==> src/rtl/serial_mag_comparator_pkg.sv <==
// Shared types and helpers for the bit-serial magnitude comparator.
package serial_mag_comparator_pkg;

    typedef enum logic [1:0] {
        ST_IDLE  = 2'd0,
        ST_SHIFT = 2'd1,
        ST_DONE  = 2'd2
    } state_e;

    // Bit-counter width for a given operand width; never narrower than one bit.
    function automatic int unsigned cnt_width(input int unsigned width);
        return (width <= 1) ? 1 : $clog2(width);
    endfunction

endpackage

==> src/rtl/serial_mag_comparator_cell.sv <==
// Single-bit magnitude compare cell used by the serial comparator.
module comparator_1bit (
    input  logic A,
    input  logic B,
    output logic A_greater_B,
    output logic A_less_B,
    output logic A_equal_B
);

    assign A_greater_B = A & ~B;
    assign A_less_B    = ~A & B;
    assign A_equal_B   = ~(A ^ B);

endmodule

==> src/rtl/serial_mag_comparator.sv <==
// MSB-first bit-serial unsigned comparator with early exit on the first differing bit.
module serial_mag_comparator
    import serial_mag_comparator_pkg::*;
#(
    parameter int unsigned WIDTH = 8
) (
    input  logic             clk,
    input  logic             rst,
    input  logic             start,
    input  logic [WIDTH-1:0] a,
    input  logic [WIDTH-1:0] b,
    output logic             busy,
    output logic             done,
    output logic             a_greater_b,
    output logic             a_less_b,
    output logic             a_equal_b
);

    localparam int unsigned CW = cnt_width(WIDTH);

    state_e           state_q, state_d;
    logic [WIDTH-1:0] sa_q, sa_d;
    logic [WIDTH-1:0] sb_q, sb_d;
    logic [CW-1:0]    cnt_q, cnt_d;
    logic             gt_q, gt_d;
    logic             lt_q, lt_d;
    logic             eq_q, eq_d;
    logic             busy_q, done_q;
    logic             cell_gt, cell_lt, cell_eq;

    comparator_1bit u_cell (
        .A           (sa_q[WIDTH-1]),
        .B           (sb_q[WIDTH-1]),
        .A_greater_B (cell_gt),
        .A_less_B    (cell_lt),
        .A_equal_B   (cell_eq)
    );

    // State, datapath and registered outputs
    always_ff @(posedge clk) begin
        if (rst) begin
            state_q <= ST_IDLE;
            sa_q    <= '0;
            sb_q    <= '0;
            cnt_q   <= '0;
            gt_q    <= 1'b0;
            lt_q    <= 1'b0;
            eq_q    <= 1'b0;
            busy_q  <= 1'b0;
            done_q  <= 1'b0;
        end else begin
            state_q <= state_d;
            sa_q    <= sa_d;
            sb_q    <= sb_d;
            cnt_q   <= cnt_d;
            gt_q    <= gt_d;
            lt_q    <= lt_d;
            eq_q    <= eq_d;
            busy_q  <= (state_d == ST_SHIFT);
            done_q  <= (state_d == ST_DONE);
        end
    end

    // Next-state and datapath updates
    always_comb begin
        state_d = state_q;
        sa_d    = sa_q;
        sb_d    = sb_q;
        cnt_d   = cnt_q;
        gt_d    = gt_q;
        lt_d    = lt_q;
        eq_d    = eq_q;

        case (state_q)
            ST_IDLE: begin
                if (start) begin
                    sa_d    = a;
                    sb_d    = b;
                    cnt_d   = CW'(WIDTH - 1);
                    gt_d    = 1'b0;
                    lt_d    = 1'b0;
                    eq_d    = 1'b0;
                    state_d = ST_SHIFT;
                end
            end
            ST_SHIFT: begin
                if (!cell_eq) begin
                    gt_d    = cell_gt;
                    lt_d    = cell_lt;
                    state_d = ST_DONE;
                end else if (cnt_q == '0) begin
                    eq_d    = 1'b1;
                    state_d = ST_DONE;
                end else begin
                    sa_d  = sa_q << 1;
                    sb_d  = sb_q << 1;
                    cnt_d = cnt_q - CW'(1);
                end
            end
            ST_DONE: begin
                state_d = ST_IDLE;
            end
            default: begin
                state_d = ST_IDLE;
            end
        endcase
    end

    assign busy        = busy_q;
    assign done        = done_q;
    assign a_greater_b = gt_q;
    assign a_less_b    = lt_q;
    assign a_equal_b   = eq_q;

endmodule

==> config.mk <==
export PLATFORM = sky130hd
export DESIGN_NAME = serial_mag_comparator
export DESIGN_NICKNAME = d
export VERILOG_FILES = /design/src/rtl/serial_mag_comparator_pkg.sv /design/src/rtl/serial_mag_comparator_cell.sv /design/src/rtl/serial_mag_comparator.sv
export SDC_FILE = /design/constraint.sdc
export NUM_CORES = 1
export LEC_CHECK = 0
export BUFFER_PORTS_ARGS = -buffer_cell sky130_fd_sc_hd__buf_2
export CAP_MARGIN = 20
export CORE_MARGIN = 2
export CORE_UTILIZATION = 40
export CTS_CLUSTER_DIAMETER = 150
export DETAILED_ROUTE_END_ITERATION = 6
export PLACE_DENSITY = 0.68
export SLEW_MARGIN = 15
export SYNTH_ARGS = -nofsm -noshare
export SYNTH_HDL_FRONTEND = slang
export SYNTH_SLANG_ARGS = --single-unit
==> constraint.sdc <==
create_clock -name clk -period 2 [get_ports clk]
set_input_delay 0.4 -clock clk [delete_from_list [all_inputs] [get_ports clk]]
set_output_delay 0.4 -clock clk [all_outputs]
set_load 0.01 [all_outputs]
==> summary.md <==
| Metric | Value |
|---|---|
| CP Capture Type | flop |
| Multi-input combinational cell area | 699 sq um |
| Post-Syn Area | 0.00131 sq mm |
| Initial Utilization | 42.6% |
| CP top delay family | adder cells |
| Actual slew at the worst max-slew pin | 0.548 ns |
| Startpoint Class | flop |
| Commonest cells post-synth | dfxtp_1, a21oi_1, mux2i_1 |
| CTS buffer count | 3 |
| First-pass DRT Iterations | 4 |
| Slew Limit Fails | 0 |
| CTS tree | built |
| # diodes | 0 |
| Worst skew pair latency | 0.33 ns |
| Syn Inst Count | 128 |
| Crit path arrival time | 2.10 ns |
| Width of the chip | 61.3 um |
| Peak supply drop | 0.753 mV |
| Layout area overhead | 15.9% |
| Pre-CTS setup slack | 0.155 ns |
| CP max-delay cell | ha_1 |
| Yosys top cell by area | dfxtp_1 |
| Post-synth EDFFs | 0 |
| Post-synth ARST share | 0% |
| Synth top area cells | dfxtp_1, mux2i_1, a211oi_2 |
| Syn_nets | 151 |
| P per Cell Area | 926 mW/mm^2 |
| Crit path buffers/inverters | 2 |
| Wire per inst | 13.3 um |
| Leak Pwr | 0.587 nW |
| Core area | 0.00308 sq mm |
| Starting DRC count in detailed routing | 19 |
| First-pass GRT wire length | 3.93 mm |
| Fin. Hold Viols | 0 |
| Clock Sinks | 26 |
| Largest net degree at the start of global routing | 27 |
| Final RePlAce weighted congestion | 0.868 |
| Slowest cell delay on critical path | 0.52 ns |
| Worst-path fanout max | 11 |
| Number of global-route vias before repair | 954 |
| Via density | 5.23 |
| Row count | 20 |
| Required @ worst endpoint | 2.27 ns |
| Setup CP Type | flop to flop |
| Hold Crit Class | primary input to flop |
| Hold_sp | a[0] |
| Final setup violation count | 0 |
| Die Ht | 61.3 um |
| Flops & latches, synth | 26 |
| Hpwl dp | 1.78 mm |
| Final wirelength | 2.58 mm |
| Worst rel slew slack | 63.5% |
| Register area | 520 sq um |
| Cts hold-fix bufs | 0 |
| Unique masters post-synth | 33 |
| Layout cells sized above 1 | 32.9% |
| Tmin final | 1.83 ns |
| Maximum Capacitance Violations | 0 |
| Status | finished clean |
| GRT Util Overall | 14.0% |
| GR Overflow Total | 0 |
| Die footprint | 0.00375 sq mm |
| Fillers | 314 |
| Share of the synthesized area in the top cell type | 39.7% |
| Post-synthesis sequential area ratio | 39.7% |
| Top-count cell post-synth | dfxtp_1 |
| Htree depth | 1 |
| Max Clock Freq | 0.546 GHz |
| I/O Buffers | 23 |
| Syn Area/Cell | 10.2 sq um |
| Clock Path Buffers | 2 |
| Worst r2r src | sb_q[7] |
| Antenna-violating nets left | 0 |
| Drc violations | 0 |
| CP Cell Sequence | inv_1, ha_1, nand2_2, o21ai_4, buf_12, a21oi_1, a211oi_2 |
| Initial antenna violation count | 0 |
| Crit. Startpoint | sb_q[7] |
| Clock skew | 0.0126 ns |
| Yosys warnings | 0 |
| Setup TNS | 0 ns |
| Synth Flop Type | dfxtp_1 |
| Layout Nets | 173 |
| Reg clk slew, reported paths | 0.15 ns |
| Setup ws final | 0.167 ns |
| Crit share post-route | 91.6% |
| RSZ-0062 raised after global routing | no |
| CTS root buffer | clkbuf_4 |
| I/O Pins | 24 |
| Via count | 1009 |
==> flip-flops by register name, summed over array words and instances, names as in the netlist <==
register     count
sa_q             8
sb_q             8
cnt_q            3
state_q          2
a_equal_b        1
a_greater_b      1
a_less_b         1
busy             1
done             1
==> worst paths after layout <==
path	end	slack [ns]	cells past startpoint
max	sb_q[7]	0.17	7
min reg2reg	cnt_q[1]	0.49	1
min	sa_q[0]	0.29	3
max reg2reg	sb_q[7]	0.17	7
==> per-stage QoR <==
stage,utilization [%],power [mW],std cells,hold WS [ns],cell area (sq um)
floorplan,-,0.958,128,0.440,1310
global placement,46.8,1.02,187,0.447,1440
detailed placement,46.8,1.04,187,0.462,1440
CTS,48.5,1.40,191,0.287,1490
global route,49.4,1.48,193,0.290,1520
finish,49.4,1.41,193,0.293,1520
==> where the power goes <==
group	total [mW]	leakage (nW)	internal (mW)	switching [mW]
clock	0.363	0.0279	0.203	0.160
sequential	0.633	0.215	0.586	0.0475
combinational	0.412	0.344	0.191	0.221
total	1.41	0.587	0.980	0.428
==> cells by family after synthesis <==
kind of cell | Yosys count | share of synthesized area (%)
fa+ha+maj | 4 | 3.82
simple gates | 21 | 10.4
buf+inv | 16 | 6.97
flops | 26 | 39.7
mux | 14 | 10.7
compound gates | 47 | 28.4
==> worst min-delay path, delay by kind of cell <==
family	cells	cell delay, ns
AO/OA/AOI/OAI	1	0.05
buffers and inverters	1	0.10
AND/OR/NAND/NOR	1	0.05
==> layer usage <==
metal	global-route usage (%)	routed length [um]	up-vias
li1	-	-	509
met1	15.0	1100	470
met2	26.6	1330	26
met3	3.99	115	4
met4	4.04	27	0
met5	0	0	-
==> area by class of cell <==
cell class	count	share of cell area, %
clock buffers	3	1.48
clock inverters	1	1.98
inverters	6	1.48
multi-input cells	86	46.0
flip-flops and latches	26	34.2
well taps	44	3.62
repair buffers	27	11.2
==> placed cells by master (no fill, tap or decap), drive strengths merged <==
| master | netlist | routed |
|---|---|---|
| a41o | 1 | 1 |
| and2b | 1 | 1 |
| a211oi | 14 | 14 |
| and3 | 1 | 1 |
| nor2 | 5 | 5 |
| ha | 4 | 4 |
| o21ai | 5 | 5 |
| dfxtp | 26 | 26 |
| o21a | 2 | 2 |
| mux2i | 14 | 14 |
| nand2 | 3 | 3 |
| bufinv | 0 | 1 |
| nand4b | 1 | 1 |
| nor4b | 2 | 2 |
| a2111oi | 2 | 2 |
| a21oi | 22 | 22 |
| inv | 6 | 6 |
| nand2b | 2 | 2 |
| buf | 6 | 27 |
| nand3 | 1 | 1 |
| a31oi | 1 | 1 |
| nor2b | 3 | 3 |
| nor3 | 2 | 2 |
| clkbuf | 4 | 3 |
==> what timing repair did <==
| item | 4_1_cts | 5_1_grt |
|---|---|---|
| resized for setup | 0 | 0 |
| buffers inserted | 0 | 2 |
| setup endpoints to repair | 0 | 10 |
No activity file was read; power rests on OpenSTA's default activity.
